==> config.mk <==
export PLATFORM = sky130hd
export DESIGN_NAME = cnn_layer_accel_weight_sequencer
export DESIGN_NICKNAME = d
export VERILOG_FILES = /design/src/rtl/cnn_layer_accel_wseq_pkg.sv /design/src/rtl/cnn_layer_accel_gray_counter2.sv /design/src/rtl/cnn_layer_accel_weight_sequencer.sv
export SDC_FILE = /design/constraint.sdc
export NUM_CORES = 1
export LEC_CHECK = 0
export CORE_UTILIZATION = 55
export CTS_CLUSTER_SIZE = 10
export DETAILED_ROUTE_END_ITERATION = 10
export GPL_TIMING_DRIVEN = 0
export HOLD_SLACK_MARGIN = 0.02
export PLACE_DENSITY = 0.87
export SYNTH_ARGS = -nofsm -noshare
export SYNTH_HDL_FRONTEND = slang
export SYNTH_SLANG_ARGS = --single-unit
==> constraint.sdc <==
create_clock -name clk -period 5.85 [get_ports clk]
set_input_delay 1.17 -clock clk [delete_from_list [all_inputs] [get_ports clk]]
set_output_delay 1.17 -clock clk [all_outputs]
set_load 0.005 [all_outputs]
==> src/rtl/cnn_layer_accel_wseq_pkg.sv <==
// -----------------------------------------------------------------------------
// cnn_layer_accel_wseq_pkg
// Shared definitions for the QUAD weight sequencer:
//   SEQ_LEN / SEQ_ADDR_W : length and index width of the weight sequence
//   wseq_state_t         : sequencer control states
//   gray2_next()         : one step of the 2-bit Gray sequence 00->01->11->10->00
// -----------------------------------------------------------------------------
package cnn_layer_accel_wseq_pkg;

  localparam int SEQ_LEN    = 5;
  localparam int SEQ_ADDR_W = 3;

  typedef enum logic [1:0] {
    IDLE  = 2'd0,
    RUN   = 2'd1,
    DRAIN = 2'd2
  } wseq_state_t;

  function automatic logic [1:0] gray2_next(input logic [1:0] g);
    logic [1:0] n;
    case (g)
      2'b00:   n = 2'b01;
      2'b01:   n = 2'b11;
      2'b11:   n = 2'b10;
      default: n = 2'b00;
    endcase
    return n;
  endfunction

endpackage

==> src/rtl/cnn_layer_accel_gray_counter2.sv <==
// -----------------------------------------------------------------------------
// cnn_layer_accel_gray_counter2
// 2-bit Gray counter that steps 00->01->11->10->00 and wraps.
// Ports:
//   clk    : clock
//   rst    : synchronous active-high reset (count -> 00)
//   clr_i  : synchronous clear (count -> 00), takes priority over en_i
//   en_i   : advance one Gray step
//   gray_o : current Gray count
// -----------------------------------------------------------------------------
module cnn_layer_accel_gray_counter2
  import cnn_layer_accel_wseq_pkg::*;
(
  input  logic       clk,
  input  logic       rst,
  input  logic       clr_i,
  input  logic       en_i,
  output logic [1:0] gray_o
);

  logic [1:0] gray_q;

  always_ff @(posedge clk) begin
    if (rst || clr_i) begin
      gray_q <= 2'b00;
    end else if (en_i) begin
      gray_q <= gray2_next(gray_q);
    end
  end

  assign gray_o = gray_q;

endmodule

==> src/rtl/cnn_layer_accel_weight_sequencer.sv <==
// -----------------------------------------------------------------------------
// cnn_layer_accel_weight_sequencer
// Walks the 5-entry weight sequence for every (row, column) position of a
// convolution window pass and drives the QUAD weight sequence table.
// Ports:
//   clk, rst          : clock, synchronous active-high reset
//   start             : pass request, sampled only in IDLE
//   num_rows/num_cols : pass dimensions, latched at start
//   stall             : hold the sequence, suppress issue (RUN only)
//   gray_code         : Gray-coded row phase
//   sequence_selector : column parity (1 on even columns)
//   seq_data_addr     : sequence index 0..4
//   seq_valid         : tuple on the table inputs is a new issue
//   wht_valid         : seq_valid delayed one cycle, qualifies wht_data_addr
//   busy              : pass in progress (RUN or DRAIN)
//   done              : one-cycle pulse at pass completion
// All outputs come straight from registers.
// -----------------------------------------------------------------------------
module cnn_layer_accel_weight_sequencer
  import cnn_layer_accel_wseq_pkg::*;
#(
  parameter int ROW_W = 10,
  parameter int COL_W = 10
)
(
  input  logic                  clk,
  input  logic                  rst,
  input  logic                  start,
  input  logic [ROW_W-1:0]      num_rows,
  input  logic [COL_W-1:0]      num_cols,
  input  logic                  stall,
  output logic [1:0]            gray_code,
  output logic                  sequence_selector,
  output logic [SEQ_ADDR_W-1:0] seq_data_addr,
  output logic                  seq_valid,
  output logic                  wht_valid,
  output logic                  busy,
  output logic                  done
);

  localparam logic [SEQ_ADDR_W-1:0] ADDR_LAST = SEQ_ADDR_W'(SEQ_LEN - 1);

  wseq_state_t           state_q, state_d;
  logic [ROW_W-1:0]      rows_q, rows_d;
  logic [COL_W-1:0]      cols_q, cols_d;
  logic [ROW_W-1:0]      row_q, row_d;
  logic [COL_W-1:0]      col_q, col_d;
  logic [SEQ_ADDR_W-1:0] addr_q, addr_d;
  logic                  sel_q, sel_d;
  logic                  seq_valid_q, seq_valid_d;
  logic                  wht_valid_q;
  logic                  busy_q, busy_d;
  logic                  done_q, done_d;
  logic                  gray_clr, gray_en;
  logic [1:0]            gray_q;

  logic last_addr, last_col, last_row, is_last, zero_cnt;

  // Counters are compared against the latched count minus one; zero counts
  // never reach RUN, so the subtraction cannot wrap while it matters.
  assign last_addr = (addr_q == ADDR_LAST);
  assign last_col  = (col_q == cols_q - COL_W'(1));
  assign last_row  = (row_q == rows_q - ROW_W'(1));
  assign is_last   = last_addr && last_col && last_row;
  assign zero_cnt  = (num_rows == '0) || (num_cols == '0);

  // ---------------------------------------------------------------------------
  // State register
  // ---------------------------------------------------------------------------
  always_ff @(posedge clk) begin
    if (rst) begin
      state_q <= IDLE;
    end else begin
      state_q <= state_d;
    end
  end

  // ---------------------------------------------------------------------------
  // Next-state logic
  // ---------------------------------------------------------------------------
  always_comb begin
    state_d = state_q;
    case (state_q)
      IDLE: begin
        if (start) begin
          state_d = zero_cnt ? DRAIN : RUN;
        end
      end
      RUN: begin
        if (!stall && is_last) begin
          state_d = DRAIN;
        end
      end
      DRAIN:   state_d = IDLE;
      default: state_d = IDLE;
    endcase
  end

  // ---------------------------------------------------------------------------
  // Output / datapath next-value logic
  // ---------------------------------------------------------------------------
  always_comb begin
    rows_d      = rows_q;
    cols_d      = cols_q;
    row_d       = row_q;
    col_d       = col_q;
    addr_d      = addr_q;
    sel_d       = sel_q;
    seq_valid_d = 1'b0;
    gray_clr    = 1'b0;
    gray_en     = 1'b0;
    // busy and done are registered views of where the FSM is heading, so
    // they line up with the state they describe.
    busy_d      = (state_d != IDLE);
    done_d      = (state_d == DRAIN);

    case (state_q)
      IDLE: begin
        if (start) begin
          rows_d   = num_rows;
          cols_d   = num_cols;
          row_d    = '0;
          col_d    = '0;
          addr_d   = '0;
          gray_clr = 1'b1;
          if (!zero_cnt) begin
            sel_d       = 1'b1;
            seq_valid_d = 1'b1;
          end
        end
      end
      RUN: begin
        // A stalled cycle keeps every counter; the tuple already issued is
        // not re-issued when the stall drops, the next one is.
        if (!stall && !is_last) begin
          seq_valid_d = 1'b1;
          if (last_addr) begin
            addr_d = '0;
            if (last_col) begin
              col_d   = '0;
              sel_d   = 1'b1;
              row_d   = row_q + ROW_W'(1);
              gray_en = 1'b1;
            end else begin
              col_d = col_q + COL_W'(1);
              sel_d = ~sel_q;
            end
          end else begin
            addr_d = addr_q + SEQ_ADDR_W'(1);
          end
        end
      end
      default: ;
    endcase
  end

  // ---------------------------------------------------------------------------
  // Datapath registers
  // ---------------------------------------------------------------------------
  always_ff @(posedge clk) begin
    if (rst) begin
      rows_q      <= '0;
      cols_q      <= '0;
      row_q       <= '0;
      col_q       <= '0;
      addr_q      <= '0;
      sel_q       <= 1'b0;
      seq_valid_q <= 1'b0;
      wht_valid_q <= 1'b0;
      busy_q      <= 1'b0;
      done_q      <= 1'b0;
    end else begin
      rows_q      <= rows_d;
      cols_q      <= cols_d;
      row_q       <= row_d;
      col_q       <= col_d;
      addr_q      <= addr_d;
      sel_q       <= sel_d;
      seq_valid_q <= seq_valid_d;
      wht_valid_q <= seq_valid_q;
      busy_q      <= busy_d;
      done_q      <= done_d;
    end
  end

  cnn_layer_accel_gray_counter2 u_gray (
    .clk    (clk),
    .rst    (rst),
    .clr_i  (gray_clr),
    .en_i   (gray_en),
    .gray_o (gray_q)
  );

  assign gray_code         = gray_q;
  assign sequence_selector = sel_q;
  assign seq_data_addr     = addr_q;
  assign seq_valid         = seq_valid_q;
  assign wht_valid         = wht_valid_q;
  assign busy              = busy_q;
  assign done              = done_q;

endmodule

Word-level counts from Yosys, hierarchy flattened
Index checks and enable logic that the tools add are counted.
{"block": "totals", "out_inout_bits": 10, "ff_bits": 52, "word_cells": 83, "inputBits": 24}
{"block": "classes", "n_mux": 34, "n_eq_ne": 12, "addsub": 5, "reduce_logical": 19, "n_bitwise": 1}
{"operator": "$mux W10", "n": 7}
{"operator": "$pmux W10 S2", "n": 2}
{"operator": "$add A10 B1 Y10 const B", "n": 2}
{"operator": "$eq A10 B10 Y1", "n": 2}
{"operator": "$logic_not A10 Y1", "n": 2}
{"operator": "$sub A10 B1 Y10 const B", "n": 2}
{"operator": "$mux W1", "n": 14}
{"operator": "$ne A2 B2 Y1 const B", "n": 5}
{"operator": "$reduce_and A5 Y1", "n": 2}
{"operator": "$mux W3", "n": 3}
{"operator": "$mux W2", "n": 3}
{"operator": "$pmux W2 S3", "n": 1}
{"operator": "$pmux W3 S2", "n": 1}
{"operator": "$eq A2 B1 Y1 const B", "n": 2}
{"operator": "$eq A2 B2 Y1 const B", "n": 2}
{"operator": "$logic_and A1 B1 Y1", "n": 4}
{"operator": "$logic_not A2 Y1", "n": 2}
{"operator": "$pmux W1 S2", "n": 2}
{"operator": "$pmux W2 S2", "n": 1}
{"operator": "$reduce_and A4 Y1", "n": 1}
{"operator": "$reduce_bool A2 Y1", "n": 2}
{"operator": "$add A3 B1 Y3 const B", "n": 1}
{"operator": "$eq A3 B3 Y1 const B", "n": 1}
{"operator": "$reduce_and A3 Y1", "n": 1}
{"operator": "4 further kinds", "n": 6}

Longest topological paths before layout
Gate-level depths: netlist (run 1).
{"block": "depth", "ltp_word": 8, "mapped_depth": 11, "mapped_depth_nobuf": 10}

By module
A second synthesis (run 1) with hierarchy kept.
{"block": "hier_totals", "hier_cells": 387, "hier_area_um2": 3020.4}
{"module": "cnn_layer_accel_weight_sequencer", "area_each_um2": 2932.8, "cells_each": 380, "instances": 1, "seq_area_each_um2": 1001.0}
{"module": "cnn_layer_accel_gray_counter2", "area_each_um2": 87.6, "cells_each": 7, "instances": 1, "seq_area_each_um2": 40.0}

Least setup slack after synthesis (run 1)
Ideal clock, no wire load.
{"block": "synth_path", "path_kind": "input -> register", "from": "input port stall", "to": "register row_q[5]", "path_stages": 6, "t_arrival_ps": 2735, "setup_time_ps": 59, "t_required_ps": 5791, "setup_slack_ps": 3056, "path_buffers": 0, "path_cell_list": "nor2b_1 nand3_1 a2111oi_4 nor2_4 or4_1 nand2_1"}
{"block": "synth_via", "elab_chain_cells": 4}
{"element": "start: declaration", "line_no": "cnn_layer_accel_weight_sequencer.sv:31", "rtl": "input logic stall,"}
{"element": "$logic_not A1 Y1", "line_no": "cnn_layer_accel_weight_sequencer.sv:135", "rtl": "if (!stall && !is_last) begin"}
{"element": "$logic_and A1 B1 Y1", "line_no": "cnn_layer_accel_weight_sequencer.sv:135"}
{"element": "$ne A2 B2 Y1 (no line)"}
{"element": "$reduce_and A5 Y1 (no line)"}
{"element": "end signal: assignment", "line_no": "cnn_layer_accel_weight_sequencer.sv:175", "rtl": "row_q <= row_d;"}
{"element": "end: declaration", "line_no": "cnn_layer_accel_weight_sequencer.sv:46", "rtl": "logic [ROW_W-1:0] row_q, row_d;"}
No other way between the ends.
A chain may end at the register's enable or synchronous reset.

Final worst setup path (run 1)
{"block": "layout_path", "from": "register cols_q[0]", "to": "register row_q[5]"}
{"block": "layout_via", "elab_chain_cells": 8, "word_cells_on_any_way": 9, "classes_between": "add/sub: 1; eq/ne: 3; reduce/logical: 5"}
{"element": "start: declaration", "line_no": "cnn_layer_accel_weight_sequencer.sv:45", "rtl": "logic [COL_W-1:0] cols_q, cols_d;"}
{"element": "start signal: assignment", "line_no": "cnn_layer_accel_weight_sequencer.sv:174", "rtl": "cols_q <= cols_d;"}
{"element": "$sub A10 B1 Y10 (*)", "line_no": "cnn_layer_accel_weight_sequencer.sv:62", "rtl": "assign last_col = (col_q == cols_q - COL_W'(1));"}
{"element": "$eq A10 B10 Y1 (*)", "line_no": "cnn_layer_accel_weight_sequencer.sv:62"}
{"element": "$logic_and A1 B1 Y1 (2 in series)", "line_no": "cnn_layer_accel_weight_sequencer.sv:64", "rtl": "assign is_last = last_addr && last_col && last_row;"}
{"element": "$logic_not A1 Y1", "line_no": "cnn_layer_accel_weight_sequencer.sv:135"}
{"element": "$logic_and A1 B1 Y1", "line_no": "cnn_layer_accel_weight_sequencer.sv:135"}
{"element": "$ne A2 B2 Y1 (no line)"}
{"element": "$reduce_and A5 Y1 (no line) (*)"}
Mark *: on every way between the ends. The rest lies on a longest branch, timed or not.

==> reports/qor.csv, run 1 <==
stage,metric,value,unit
outcome,status,"finished, final reports clean",
floorplan,I/O pin cnt,34,
cells_and_area,antenna cells,0,
sta,skew final,8.77,ps
yosys,Post-Syn Area per Cell,8.09,sq um
cells_and_area,Layout Nets,445,
min_path,Hold WC Path Type,reg2reg,
setup_path,endpoint type of the worst setup path,flip-flop,
cts,Post-CTS Setup Bufs,0,
placed_design,PortBufs,32,
power_and_ir_drop,pwr/cell area,211,nW/um^2
routing,Initial DRC Count,223,
placed_design,pre-CTS WS,2400,ps
yosys,Netlist cell types,62,
cells_and_area,layout cells sized above 1,0.0649,
yosys,"Top FF cell, synth",dfxtp_1,
sta,final setup margin,2510,ps
cells_and_area,Area Growth Syn to Fin,16.4,%
power_and_ir_drop,P_leak,0.00120,uW
power_and_ir_drop,fraction of power spent switching nets,0.300,
yosys,Synth Area in Compound Gates,0.212,
routing,Antenna Violating Nets Remaining,0,
yosys,post-synth top area share,0.342,
sta,setup TNS,0,ps
floorplan,die height,76.4,microns
sta,worst-margin pin slew,779,ps
routing,# DRC,0,
power_and_ir_drop,"IR drop worst, VDD",132,uV
yosys,synthesized-area fraction occupied by adder cells,0.0247,
sta,relative slew slack,0.476,
power_and_ir_drop,Gate power share,0.209,
cts,CTS-repair resized insts,0,
cts,CTS root buffer,clkbuf_8,
yosys,post-synthesis mux area share,0.0136,
yosys,Synth area leader,dfxtp_1,
yosys,Simple-Gate Fraction of Synth Area,0.301,
yosys,Area contributors post-synth,"dfxtp_1 (34%), nand2_1 (7.3%), a21oi_1 (5.6%), xnor2_1 (3.7%), nor2_1 (2.6%)",
routing,Routed Wire Length,6.97,mm
routing,post-DR vias/cell,5.88,
grt,total gr overflow,0,
cts,number of clock sinks,52,
floorplan,die width,76.4,microns
floorplan,core area,5200,sq um
grt,initial antenna violation count,0,
sta,fin crit period,3340,ps
sta,Final Setup Violations,0,
sta,maximum clock frequency,300,MHz
power_and_ir_drop,part of the power in registers,0.514,
power_and_ir_drop,Psw,225,uW
setup_path,Worst path slowest cell,a2111oi_4,
grt,global-route wire length before repair,12.2,mm
routing,DRT Pass-1 Iters,4,
yosys,Synthesized Nets,406,
cts,H-Tree Depth,2,
routing,via count,2858,
setup_path,critical path buffer and inverter count,1,
grt,largest net degree at the start of global routing,18,
setup_path,"slowest stage delay, CP",640,ps
setup_path,"CP delay by family, top",simple AND/OR/NAND/NOR gates,
cts,worst skew pair latency,310,ps
sta,"Slew Viols, Final",0,
sta,crit share post-route,0.570,
yosys,Post-Syn Area,3040,sq um
grt,gr usage total,0.257,
setup_path,Required @ worst endpoint,6100,ps
power_and_ir_drop,Power Internal,524,uW
sta,Final Hold Viols,0,
sta,RSZ-0062 raised after global routing,false,
job,maxcap violations,0,
yosys,Synth Register Bits,52,
yosys,Post-synth EDFFs,0,
placed_design,gpl congestion,0.809,
cts,hold_buf cts,0,
floorplan,row cnt,26,
yosys,main combinational cell family by area after synthesis,simple AND/OR/NAND/NOR gates,
setup_path,crit path max fanout,10,
yosys,yosys warns,0,
cts,Worst-path clk slew,100,ps
setup_path,Setup CP Type,reg2reg,
yosys,Post-Synth XOR/XNOR Area,0.0658,
power_and_ir_drop,Tot Pwr,749,uW
floorplan,die area,5830,sq um
placed_design,hpwl dp,5.26,mm
cts,Clock Tree Buf Depth,2,
yosys,"Seq/Total Area, Yosys",0.342,
yosys,post-synthesis instance total,376,
cts,CTS tree,yes,
power_and_ir_drop,Clk pwr share,0.277,
floorplan,Initial Util,0.585,
grt,vias in the first global route,2627,
routing,WL/cell,14.3,microns
setup_path,worst reg-to-reg setup slack,2510,ps
cts,total CTS buffers,5,
yosys,async set or reset register ratio after synthesis,0,
setup_path,CP Cell Sequence,inv_1 > ha_1 > nor2b_1 > or3_1 > a31oi_1 > o211ai_1 > a2111oi_4 > nor2_4 > or4_1 > nand2_1,
setup_path,Startpoint Class,flip-flop,
setup_path,Worst EP arrival,3590,ps
==> flip-flops by register name, summed over array words and instances, names as in the netlist <==
| name | count |
|---|---|
| row_q | 10 |
| seq_data_addr | 3 |
| wht_valid | 1 |
| col_q | 10 |
| done | 1 |
| rows_q | 10 |
| seq_valid | 1 |
| state_q | 2 |
| busy | 1 |
| u_gray.gray_o | 2 |
| cols_q | 10 |
| sequence_selector | 1 |
==> worst paths after layout <==
check                         from               end  cells past startpoint
hold reg to reg   u_gray.gray_o[1]  u_gray.gray_o[0]                      1
hold / removal    u_gray.gray_o[1]  u_gray.gray_o[0]                      1
setup reg to reg         cols_q[0]          row_q[5]                     10
setup / recovery         cols_q[0]          row_q[5]                     10
==> synth_stat cells, types with 3 or more instances <==
library cell	count
nor3_2	3
xnor2_1	13
nand3b_1	3
nand4_1	6
nor2b_1	8
a21oi_1	34
xor2_1	8
nor3_1	5
o21ai_0	5
clkbuf_1	10
o21a_1	7
o41ai_1	3
a31oi_1	4
and3_1	5
nand2_1	59
ha_1	6
o31ai_1	4
and2_1	6
dfxtp_1	52
nand2b_1	7
inv_1	13
o211ai_1	3
o21bai_1	3
o21ai_1	5
or4_1	5
or3_1	12
mux2i_1	3
nor2_1	21
a211oi_1	4
nor4_1	6
and4_1	3
nand3_1	14
==> power by group through the flow <==
| stage | combinational (uW) | clock, uW | sequential (uW) |
|---|---|---|---|
| 2_1_floorplan | 108 | 0 | 388 |
| 3_3_place_gp | 149 | 0 | 391 |
| 3_5_place_dp | 155 | 0 | 392 |
| 4_1_cts | 156 | 211 | 384 |
| 5_1_grt | 174 | 228 | 387 |
| 6_report | 157 | 207 | 385 |
==> placed cells by master, fill, tap and decap left out, types with 5 or more instances in the layout <==
master and count:
nor2b_1 8, and2_1 6, nand2b_1 7, clkbuf_1 10, clkdlybuf4s50_1 32, inv_1 13, o21a_1 7, nor2_1 21
or3_1 12, nor3_1 5, or4_1 5, a21oi_1 34, ha_1 6, o21ai_0 5, nor4_1 6, xnor2_1 13
xor2_1 8, nand3_1 14, dfxtp_1 52, o21ai_1 5, nand2_1 59, nand4_1 6, clkbuf_8 5, and3_1 5
==> metrics by stage <==
stage | utilization | instance area (sq um) | cells | hold slack [ps]
detailed placement | 0.663 | 3450 | 478 | 454
global route | 0.681 | 3540 | 486 | 478
global placement | 0.663 | 3450 | 478 | 443
floorplan | - | 3040 | 376 | 448
finish | 0.681 | 3540 | 486 | 464
CTS | 0.681 | 3540 | 486 | 463
==> per-layer routing <==
layer,vias up,routed length [microns],GRT usage
met5,-,0,0
met4,0,92,0.0865
met3,9,270,0.0431
met2,67,3370,0.423
met1,1357,3240,0.339
li1,1425,-,-
==> area by class of cell <==
cell class / instances / area, sq um
buffer: 15 / 72.6
clock buffer: 5 / 68.8
clock inverter: 3 / 23.8
fill: 457 / 1660
inverter: 14 / 52.6
multi-input combinational: 295 / 1880
sequential: 52 / 1040
tap: 70 / 87.6
timing repair buffer: 32 / 320
==> logic make-up (layout without fill, tap and decap cells) <==
| group | count (synthesis) | count (layout) |
|---|---|---|
| fa+ha+maj | 6 | 6 |
| buf+inv | 29 | 69 |
| compound gates | 90 | 90 |
| simple gates | 173 | 173 |
| mux | 4 | 4 |
| flops | 52 | 52 |
| xor+xnor | 22 | 22 |
No activity file was read; power rests on OpenSTA's default activity.
==> run 2, diff against run 1 <==
- CORE_UTILIZATION: 55 -> 51
- PLACE_DENSITY: 0.87 -> 0.85
- clock period: 5.85 -> 3 ns (I/O delays scaled with it)
==> run 2 against run 1 <==
Effect of this change: clock power rose to 3.2 times the previous value; non-clock buffer count up 5; total power up 130%; global-route usage down 1.5 points; sequential power up 95%; first-iteration DRC count down 42%; combinational power up 100%; clock-buffer cell count unchanged; via count up 0.63%; worst setup slack worse by 2400 ps; maximum frequency up 14%; register-to-register slack worse by 2400 ps.
==> reports/qor.csv, run 2 (same netlist as run 1, synthesis figures left out) <==
stage,metric,value,unit,change
floorplan,die width,79.2,microns,was 76.4 microns
setup_path,Required @ worst endpoint,3240,ps,was 6100 ps
setup_path,crit path max fanout,7,,was 10
sta,relative slew slack,0.522,,was 0.476
setup_path,r2r startpoint,rows_q[3],,was cols_q[0]
sta,RSZ-0062 raised after global routing,false,,unchanged
placed_design,pre-CTS WS,-137,ps,was 2400 ps
cts,hold_buf cts,0,,unchanged
setup_path,Critical R2R Capture,col_q[8],,was row_q[5]
cells_and_area,"commonest non-fill, non-tap cells in the layout","nand2_1 (59), dfxtp_1 (51), a21oi_1 (34)",,"was nand2_1 (59), dfxtp_1 (52), a21oi_1 (34)"
setup_path,endpoint type of the worst setup path,flip-flop,,unchanged
placed_design,gpl congestion,0.844,,was 0.809
cts,H-Tree Depth,2,,unchanged
grt,total gr overflow,0,,unchanged
sta,Final Hold Viols,0,,unchanged
sta,Final Setup Violations,0,,unchanged
setup_path,CP Launch Point,rows_q[3],,was cols_q[0]
sta,"Slew Viols, Final",0,,unchanged
floorplan,core area,5640,sq um,was 5200 sq um
cells_and_area,"commonest non-fill, non-tap cell in the layout",nand2_1,,unchanged
cells_and_area,antenna cells,0,,unchanged
setup_path,FF-to-FF path depth,10,,unchanged
grt,vias in the first global route,2667,,was 2627
grt,global-route wire length before repair,11.8,mm,was 12.2 mm
power_and_ir_drop,P_leak,0.00128,uW,was 0.00120 uW
power_and_ir_drop,pwr/cell area,469,nW/um^2,was 211 nW/um^2
setup_path,Setup CP Type,reg2reg,,unchanged
cells_and_area,Layout Nets,450,,was 445
floorplan,die area,6280,sq um,was 5830 sq um
routing,Antenna Violating Nets Remaining,0,,unchanged
routing,via count,2876,,was 2858
setup_path,Startpoint Class,flip-flop,,unchanged
cells_and_area,Area Growth Syn to Fin,20.7,%,was 16.4%
setup_path,Worst EP arrival,3150,ps,was 3590 ps
cells_and_area,final design utilization,0.651,,was 0.681
sta,crit share post-route,0.972,,was 0.570
cells_and_area,fill cell count,486,,was 457
cts,Clock Tree Buf Depth,2,,unchanged
grt,largest net degree at the start of global routing,17,,was 18
routing,Initial DRC Count,130,,was 223
cts,number of clock sinks,52,,unchanged
power_and_ir_drop,Tot Pwr,1720,uW,was 749 uW
routing,post-DR vias/cell,5.83,,was 5.88
cells_and_area,layout cells sized above 1,0.0855,,was 0.0649
min_path,Hold WC Path Type,reg2reg,,unchanged
grt,initial antenna violation count,0,,unchanged
routing,# DRC,0,,unchanged
power_and_ir_drop,"IR drop worst, VDD",302,uV,was 132 uV
sta,worst-margin pin slew,712,ps,was 779 ps
setup_path,worst setup path end,col_q[8],,was row_q[5]
floorplan,Initial Util,0.539,,was 0.585
sta,maximum clock frequency,343,MHz,was 300 MHz
sta,fin crit period,2910,ps,was 3340 ps
sta,final setup margin,85.3,ps,was 2510 ps
floorplan,I/O pin cnt,34,,unchanged
grt,gr usage total,0.241,,was 0.257
outcome,status,"finished, final reports clean",,unchanged
cts,worst skew pair latency,320,ps,was 310 ps
cts,CTS tree,yes,,unchanged
routing,WL/cell,14.7,microns,was 14.3 microns
cts,CTS root buffer,clkbuf_8,,unchanged
floorplan,die height,79.2,microns,was 76.4 microns
placed_design,hpwl dp,5.34,mm,was 5.26 mm
setup_path,worst reg-to-reg setup slack,90,ps,was 2510 ps
routing,DRT Pass-1 Iters,4,,unchanged
placed_design,PortBufs,32,,unchanged
routing,Routed Wire Length,7.23,mm,was 6.97 mm
floorplan,row cnt,27,,was 26
sta,skew final,9.60,ps,was 8.77 ps
cts,Worst-path clk slew,90,ps,was 100 ps
job,maxcap violations,0,,unchanged
cts,total CTS buffers,5,,unchanged
[run 2: changes by cell type in the layout (fill, tap and decap cells not counted), sizes merged]
cell / before / now
buf: 5 / 10
bufinv: 0 / 3
clkinvlp: 2 / 0
clkinv: 1 / 0
[run 2: how the worst min path moves through the flow]
stage,from,endpoint,cells past startpoint,slack [ps]
2_1_floorplan,rows_q[9],rows_q[9],2,450
3_3_place_gp,u_gray.gray_o[1],u_gray.gray_o[0],1,440
3_5_place_dp,u_gray.gray_o[1],u_gray.gray_o[0],1,460
4_1_cts,seq_valid,wht_valid,1,480
5_1_grt,seq_valid,wht_valid,1,490
6_report,seq_valid,wht_valid,1,470
[run 2: layout make-up]
cell class                 count  area [sq um]  share of cell area
clock buffer                   5          68.8              0.0187
tap                           72          90.1              0.0245
inverter                      14          52.6              0.0143
sequential                    52          1040               0.284
clock inverter                 3          90.1              0.0245
timing repair buffer          37           355              0.0968
buffer                        15          72.6              0.0198
multi-input combinational    295          1900               0.518
[run 2: power by group]
group | total [uW] | switching, uW | internal (uW)
registers | 750 | 33.3 | 717
clock network | 655 | 239 | 417
logic | 316 | 169 | 147
[run 2: critical path, cell delays in order, from the launching register on]
cell and delay (ps):
dfxtp_1 320, buf_2 160, or3_1 360, or4_1 420, a2111oi_2 420, and4_1 280
nand3_2 110, o221ai_4 310, buf_2 240, o31ai_1 90, a21oi_1 140
[run 2: through the flow]
| stage | instances | TNS (ps) | cell area, sq um | hold slack (ps) |
|---|---|---|---|---|
| global route | 493 | 0 | 3670 | 486 |
| detailed placement | 480 | -412 | 3450 | 455 |
| finish | 493 | 0 | 3670 | 469 |
| CTS | 490 | 0 | 3630 | 476 |
| global placement | 480 | -162 | 3450 | 445 |
| floorplan | 376 | 0 | 3040 | 448 |
[run 2: routing by layer]
metal / track usage / up-vias / wire (microns)
li1: - / 1437 / -
met1: 0.295 / 1362 / 3290
met2: 0.425 / 70 / 3520
met3: 0.0379 / 7 / 360
met4: 0.0855 / 0 / 67
met5: 0 / - / 0
[run 2: repair_timing]
item / 4_1_cts / 5_1_grt
gates cloned: 0 / 1
setup endpoints to repair: 13 / 8
buffers inserted: 2 / 2
resized for setup: 2 / 4
pin swaps: 1 / 2
